===== src/rtl/btb_lru_policy_ctrl_if.sv =====
// Fetch-stage side of the BTB pseudo-LRU policy engine: hit touch events and
// fill (victim request) handshakes.
interface btb_lru_policy_ctrl_if #(
    parameter int WAYS  = 4,
    parameter int IDX_W = 3
);
    localparam int WAY_W = $clog2(WAYS);

    // hit_valid is a one-cycle event that is always taken (no ready).
    // fill_req is a level request held with a stable fill_index until fill_ack
    // pulses for one cycle with fill_way; the requester then drops fill_req,
    // and the engine re-arms once it sees fill_req low (4-phase).
    logic             hit_valid;
    logic [IDX_W-1:0] hit_index;
    logic [WAY_W-1:0] hit_way;
    logic             fill_req;
    logic [IDX_W-1:0] fill_index;
    logic             fill_ack;
    logic [WAY_W-1:0] fill_way;

    modport master (
        output hit_valid, hit_index, hit_way, fill_req, fill_index,
        input  fill_ack, fill_way
    );

    modport slave (
        input  hit_valid, hit_index, hit_way, fill_req, fill_index,
        output fill_ack, fill_way
    );
endinterface


===== src/rtl/btb_lru_policy_ctrl.sv =====
// Tree pseudo-LRU policy engine for the BTB: reads the LRU array, serves hit
// touches and fill victim requests, writes updated bits. Stats: BTB_LRU_STATS_EN.
module btb_lru_policy_ctrl #(
    parameter int WAYS  = 4,
    parameter int IDX_W = 3,
    parameter int LRU_W = WAYS - 1
) (
    input  logic              clk,
    input  logic              reset,
    btb_lru_policy_ctrl_if.slave bus,
    output logic [IDX_W-1:0]  lru_rindex,
    input  logic [LRU_W-1:0]  lru_rdata,
    output logic              lru_write,
    output logic [IDX_W-1:0]  lru_windex,
    output logic [LRU_W-1:0]  lru_wdata,
    output logic [15:0]       hit_count,
    output logic [15:0]       fill_count,
    output logic [15:0]       stall_count,
    output logic [1:0]        fsm_state
);
    localparam int WAY_W = $clog2(WAYS);

    typedef enum logic [1:0] {
        F_IDLE = 2'd0,
        F_UPD  = 2'd1,
        F_WAIT = 2'd2
    } fill_state_e;

    function automatic logic [WAY_W-1:0] plru_victim(input logic [LRU_W-1:0] bits);
        logic [2:0] b;
        logic [1:0] v;
        b = 3'(bits);
        if (WAYS == 2)  v = {1'b0, b[0]};
        else if (!b[0]) v = b[1] ? 2'd1 : 2'd0;
        else            v = b[2] ? 2'd3 : 2'd2;
        return WAY_W'(v);
    endfunction

    // Bits that the touched way's path does not cross are left alone.
    function automatic logic [LRU_W-1:0] plru_update(input logic [LRU_W-1:0] bits,
                                                     input logic [WAY_W-1:0] way);
        logic [2:0] b;
        logic [1:0] w;
        b = 3'(bits);
        w = 2'(way);
        if (WAYS == 2) begin
            b[0] = ~w[0];
        end else begin
            case (w)
                2'd0: begin b[0] = 1'b1; b[1] = 1'b1; end
                2'd1: begin b[0] = 1'b1; b[1] = 1'b0; end
                2'd2: begin b[0] = 1'b0; b[2] = 1'b1; end
                2'd3: begin b[0] = 1'b0; b[2] = 1'b0; end
            endcase
        end
        return LRU_W'(b);
    endfunction

    fill_state_e      state_q, state_d;
    logic             sel_hit, sel_fill, stall;
    logic [IDX_W-1:0] sel_index;
    logic [WAY_W-1:0] sel_way;
    logic [LRU_W-1:0] base, next_bits;

    // The registered write port doubles as the P1 stage.
    logic             write_q, ack_q;
    logic [IDX_W-1:0] windex_q;
    logic [LRU_W-1:0] wdata_q;
    logic [WAY_W-1:0] way_q;

    always_comb begin
        sel_hit   = bus.hit_valid;
        sel_fill  = !bus.hit_valid && bus.fill_req && (state_q == F_IDLE);
        stall     = bus.hit_valid && bus.fill_req && (state_q == F_IDLE);
        sel_index = sel_fill ? bus.fill_index : bus.hit_index;
        // The array still holds stale bits for the set written this cycle.
        base      = (write_q && (windex_q == sel_index)) ? wdata_q : lru_rdata;
        sel_way   = sel_fill ? plru_victim(base) : bus.hit_way;
        next_bits = plru_update(base, sel_way);
    end

    always_comb begin
        state_d = state_q;
        case (state_q)
            F_IDLE:  if (sel_fill) state_d = F_UPD;
            F_UPD:   state_d = F_WAIT;
            F_WAIT:  if (!bus.fill_req) state_d = F_IDLE;
            default: state_d = F_IDLE;
        endcase
    end

    always_ff @(posedge clk) begin
        if (reset) begin
            state_q  <= F_IDLE;
            write_q  <= 1'b0;
            windex_q <= '0;
            wdata_q  <= '0;
            ack_q    <= 1'b0;
            way_q    <= '0;
        end else begin
            state_q <= state_d;
            write_q <= sel_hit || sel_fill;
            ack_q   <= sel_fill;
            if (sel_hit || sel_fill) begin
                windex_q <= sel_index;
                wdata_q  <= next_bits;
            end
            if (sel_fill) way_q <= sel_way;
        end
    end

    // Reset in the P1 cycle squashes the in-flight write and ack.
    assign lru_rindex   = sel_index;
    assign lru_write    = write_q && !reset;
    assign lru_windex   = windex_q;
    assign lru_wdata    = wdata_q;
    assign bus.fill_ack = ack_q && !reset;
    assign bus.fill_way = way_q;
    assign fsm_state    = state_q;

`ifdef BTB_LRU_STATS_EN
    logic [15:0] hit_q, fill_q, stall_q;

    always_ff @(posedge clk) begin
        if (reset) begin
            hit_q   <= '0;
            fill_q  <= '0;
            stall_q <= '0;
        end else begin
            if (sel_hit && (hit_q != 16'hFFFF))  hit_q   <= hit_q + 16'd1;
            if (ack_q && (fill_q != 16'hFFFF))   fill_q  <= fill_q + 16'd1;
            if (stall && (stall_q != 16'hFFFF))  stall_q <= stall_q + 16'd1;
        end
    end

    assign hit_count   = hit_q;
    assign fill_count  = fill_q;
    assign stall_count = stall_q;
`else
    assign hit_count   = 16'd0;
    assign fill_count  = 16'd0;
    assign stall_count = 16'd0;
`endif
endmodule


===== src/flat_wrapper.sv =====
// flat-port wrapper written by rule: the top's interface ports become plain ports
module btb_lru_policy_ctrl_flat 
#(
    parameter int WAYS  = 4,
    parameter int IDX_W = 3,
    parameter int LRU_W = WAYS - 1
)
  (clk, reset, lru_rindex, lru_rdata, lru_write, lru_windex, lru_wdata, hit_count, fill_count, stall_count, fsm_state, bus_hit_valid, bus_hit_index, bus_hit_way, bus_fill_req, bus_fill_index, bus_fill_ack, bus_fill_way);
  btb_lru_policy_ctrl_if #(.WAYS(WAYS), .IDX_W(IDX_W)) bus_i ();
  input  logic clk;
  input  logic reset;
  output logic [IDX_W-1:0] lru_rindex;
  input  logic [LRU_W-1:0] lru_rdata;
  output logic lru_write;
  output logic [IDX_W-1:0] lru_windex;
  output logic [LRU_W-1:0] lru_wdata;
  output logic [15:0] hit_count;
  output logic [15:0] fill_count;
  output logic [15:0] stall_count;
  output logic [1:0] fsm_state;
  input wire logic [$bits(bus_i.hit_valid)-1:0] bus_hit_valid;
  input wire logic [$bits(bus_i.hit_index)-1:0] bus_hit_index;
  input wire logic [$bits(bus_i.hit_way)-1:0] bus_hit_way;
  input wire logic [$bits(bus_i.fill_req)-1:0] bus_fill_req;
  input wire logic [$bits(bus_i.fill_index)-1:0] bus_fill_index;
  output wire logic [$bits(bus_i.fill_ack)-1:0] bus_fill_ack;
  output wire logic [$bits(bus_i.fill_way)-1:0] bus_fill_way;
  assign bus_i.hit_valid = bus_hit_valid;
  assign bus_i.hit_index = bus_hit_index;
  assign bus_i.hit_way = bus_hit_way;
  assign bus_i.fill_req = bus_fill_req;
  assign bus_i.fill_index = bus_fill_index;
  assign bus_fill_ack = bus_i.fill_ack;
  assign bus_fill_way = bus_i.fill_way;
  btb_lru_policy_ctrl #(.WAYS(WAYS), .IDX_W(IDX_W), .LRU_W(LRU_W)) u_core (.clk(clk), .reset(reset), .bus(bus_i), .lru_rindex(lru_rindex), .lru_rdata(lru_rdata), .lru_write(lru_write), .lru_windex(lru_windex), .lru_wdata(lru_wdata), .hit_count(hit_count), .fill_count(fill_count), .stall_count(stall_count), .fsm_state(fsm_state));
endmodule

===== config.mk =====
export PLATFORM = sky130hd
export DESIGN_NAME = btb_lru_policy_ctrl_flat
export DESIGN_NICKNAME = d
export VERILOG_FILES = /design/src/rtl/btb_lru_policy_ctrl_if.sv /design/src/rtl/btb_lru_policy_ctrl.sv /design/src/flat_wrapper.sv
export SDC_FILE = /design/constraint.sdc
export NUM_CORES = 1
export LEC_CHECK = 0
export ABC_AREA = 1
export CAP_MARGIN = 20
export CORE_ASPECT_RATIO = 1.2
export CORE_MARGIN = 2
export CORE_UTILIZATION = 36
export CTS_CLUSTER_SIZE = 28
export DETAILED_ROUTE_END_ITERATION = 10
export PLACE_DENSITY_LB_ADDON = 0.12
export SETUP_SLACK_MARGIN = 0.05
export SLEW_MARGIN = 0
export SYNTH_ARGS = -nofsm -noshare
export SYNTH_HDL_FRONTEND = slang
export SYNTH_SLANG_ARGS = --single-unit

===== constraint.sdc =====
create_clock -name clk -period 2.1 [get_ports clk]
set_clock_uncertainty 0.2 [all_clocks]
set_input_delay 0.63 -clock clk [delete_from_list [all_inputs] [get_ports clk]]
set_output_delay 0.63 -clock clk [all_outputs]
set_load 0.01 [all_outputs]

==> run summary <==
Yosys attributes the largest share of cell area to buf_4 (30%), dfxtp_1 (20%), nand2_1 (9.0%), nor2_8 (8.3%), inv_1 (5.9%). The last weighted congestion value of the routability-driven placer is 0.8209. The number of antenna violations at the first check in global routing was 0.

The instance count of the mapped netlist is 163. The most frequent cell after synthesis is buf_4. The estimated wirelength of the detail-placed design came out at 1911 um. The leakage power summed over all cells came out at 0.9199 nW. Dividing the final minimum period by the clock period gives 102.1%. In the routed design, unresolved DRC markers number 0. Across the run, the number of max-cap violations was 0. After synthesis, the mean cell area works out to 7.407 um2. The number of nets with antenna violations after detailed routing came out at 0. Clock-pin slew was measured on the worst setup and hold paths at 0.05 ns. The vertical extent of the die is 67.44 um.

The count of yosys warnings during synthesis came out at 0. The antenna diode count came out at 0. The sequential group share of total power is 32.4%. The type of element launching the critical path is an input pin.

The tree is rooted in a clkbuf_8. Setup violations remaining at the end of the flow were counted as 5. The post-synthesis cell area came out at 1207 um2. The slack of the worst reg-to-reg path is 0.10 ns. The data required time at the worst endpoint is 1.27 ns. The number of endpoints with negative hold slack in the final report came out at 0. The first-pass iteration count of the detailed router came out at 4.

In the routed layout, each cell is associated on average with a via count of 4.032. The tree built by TritonCTS fans out to 12 sinks. The flow ran to the end, but the final reports show violations. Setup repair after global routing could not meet its margin everywhere. The first-pass GRT wire length came out at 3850 um. The final reports fail on setup timing. The endpoint of the worst-slack reg-to-reg timing path is u_core.lru_wdata[2]. In the final routed layout, each cell accounts on average for 9.992 um. The first-iteration detailed-routing DRC count is 20. The setup path with the least slack is of type in -> out. The top-level port count came out at 78. The arrival time of the worst setup path came out at 1.31 ns.

Among all flip-flop cells after synthesis, the most frequent one is dfxtp_1. The number of clock buffers added by TritonCTS is 3. The worst ir drop on vdd is 316.1 uV. The clock period minus final worst setup slack came out at 2.144 ns.

The sequential element share of the synthesized area came out at 19.90%. The routed wire length came out at 2508 um. Internal power comes to 0.5161 mW.

The die span in x is 56.87 um. The number of max-slew violations in the final report came out at 0. The level count of the clock H-tree came out at 1. The worst hold path terminates at u_core.lru_wdata[1]. The power density of the placed cells came out at 473.9 nW/um2.

The area taken by flip-flops and latches is 246.5 um2. The starting density of the core came out at 36.80%. Across all setup checks in the final design, the least slack found is -0.04448 ns. The top achievable clock speed came out at 466.3 MHz. Synthesis instantiated 23 different standard cells from the library. The fraction of registers with async set/reset came out at 0%. The part of the total power dissipated in combinational logic is 41.3%. The power share of the clock group came out at 26.4%. The number of instances on the worst hold path is 2. Summing over every cut layer, the via total after detailed routing is 1,012. Counting flops with a built-in enable in the synthesized netlist gives 0. The power spent charging and discharging nets came out at 0.2844 mW. In this run switching power makes up 35.53% of total power. The depth of the worst register-to-register path is 14. The share of post-route cells with drive strength above 1 is 32.24%. The number of global-route vias before repair is 910. buf_4 takes more of the synthesized area than any other cell. The buffer levels on the longest clock path came out at 2. The total of buffers placed on input and output ports came out at 29. From synthesis to final layout, the design area changed by 39.90%. The worst setup path is captured at an output port.

The pin count of the biggest net entering global routing came out at 8. Of all nets on the critical path, the largest fanout is 6. TritonCTS built the clock tree. The final-stage net count is 231. The number of fill cells in the layout came out at 342. The multi-input combinational cells in the finished layout cover a total of 805.8 um2. The cell total after placement is 242.

The die covers 3835 um2. The synthesis-stage register bit count is 12. The post-route core utilization is 51.49%. In this run the critical register-to-register path is launched from u_core.fsm_state[1]. The residual overflow from global routing is 0. The filler-free cell count of the finished design is 251. Counting instances in the post-synthesis netlist gives the leading cell types as buf_4 (48), nand2_1 (29), inv_1 (19). OpenSTA, run right after detailed placement, puts the worst setup slack at -0.8803 ns. The hold path startpoint is u_core.lru_wdata[1]. The area of the core is 3281 um2. The worst min-delay path class is reg -> reg. The total global-route track usage is 13.01%. The number of core rows came out at 23. The clock latency reported for the late side of the worst-skew pair is 0.24 ns. The fraction of synthesized cell area taken by the top area cell type is 29.84%.
-- power groups by stage --
stage / sequential [mW] / combinational (mW) / clock [mW]
floorplan: 0.269 / 0.229 / 0
global placement: 0.263 / 0.287 / 0
detailed placement: 0.263 / 0.288 / 0
CTS: 0.259 / 0.316 / 0.223
global route: 0.261 / 0.360 / 0.230
finish: 0.259 / 0.330 / 0.211
-- layout by cell type, fill, tap and decap left out, drive strengths merged --
cell type	synthesis	layout
buf	48	28
clkbuf	1	3
clkdlybuf4s50	0	13
conb	1	48
dfxtp	12	12
dlygate4sd2	0	9
inv	20	20
nand2	40	40
nand3	18	18
nand3b	1	1
nor2	11	11
nor3	2	2
o211a	1	1
o211ai	1	1
o21a	1	1
o21ai	4	4
or2	2	2
-- registers in the layout, summed over array words and instances (netlist names) --
name / count
u_core.ack_q: 1
u_core.bus.fill_way: 2
u_core.fsm_state: 2
u_core.lru_wdata: 3
u_core.lru_windex: 3
u_core.write_q: 1
-- cell families (layout without fill, tap and decap cells) --
group           Yosys count  after routing  share of synthesized area [%]
other cells               1             48                         0.3106
flops                    12             12                          19.90
simple gates             74             74                          39.69
compound gates            7              7                          3.730
buf+inv                  69             73                          36.37
-- critical path: stages --
cell,delay (ns)
buf_8,0.10
nor2_8,0.10
buf_6,0.13
nand2_8,0.08
nand2_4,0.08
nand2_2,0.06
buf_6,0.12
-- routing by layer --
layer	GRT usage, %	vias up	share of wire, %
li1	-	508	-
met1	13.38	454	35
met2	26.02	48	56
met3	2.682	2	7.9
met4	4.360	0	0.56
met5	0	-	0
-- repair_timing --
action                                  in CTS  in global routing
endpoints found under the setup margin      16                 11
hold buffers                                 0                  0
gates cloned                                 0                  0
pin swaps                                   17                 21
resized for setup                           67                 14
setup buffers                                6                  0
-- worst max path at each step --
stage / startpoint / end / slack [ns] / cells after the start
6_report: bus_hit_valid / lru_rindex[2] / -0.04 / 7
5_1_grt: bus_hit_valid / u_core.lru_wdata[1] / -0.13 / 17
4_1_cts: bus_fill_req / lru_rindex[2] / -0.06 / 8
3_5_place_dp: bus_hit_valid / lru_rindex[2] / -0.88 / 5
3_3_place_gp: bus_hit_valid / lru_rindex[2] / -0.85 / 5
2_1_floorplan: bus_fill_req / u_core.lru_wdata[1] / 0.03 / 15
-- stage by stage --
step / power (mW) / hold WS (ns) / TNS [ns] / instance area, um2
CTS: 0.7976 / 0.2719 / -0.2260 / 1643
global route: 0.8511 / 0.2802 / -0.5844 / 1689
global placement: 0.5496 / 0.2685 / -7.780 / 1469
finish: 0.8005 / 0.2660 / -0.1752 / 1689
floorplan: 0.4979 / 0.2854 / 0 / 1384
detailed placement: 0.5512 / 0.2692 / -7.995 / 1469
-- layout make-up --
cell class	instances	share of cell area (%)
clock buffers	3	2.444
inverters	20	4.889
multi-input cells	129	47.70
flip-flops and latches	12	14.59
well taps	37	2.741
repair buffers	50	27.63
No activity file was read; power rests on OpenSTA's default activity.
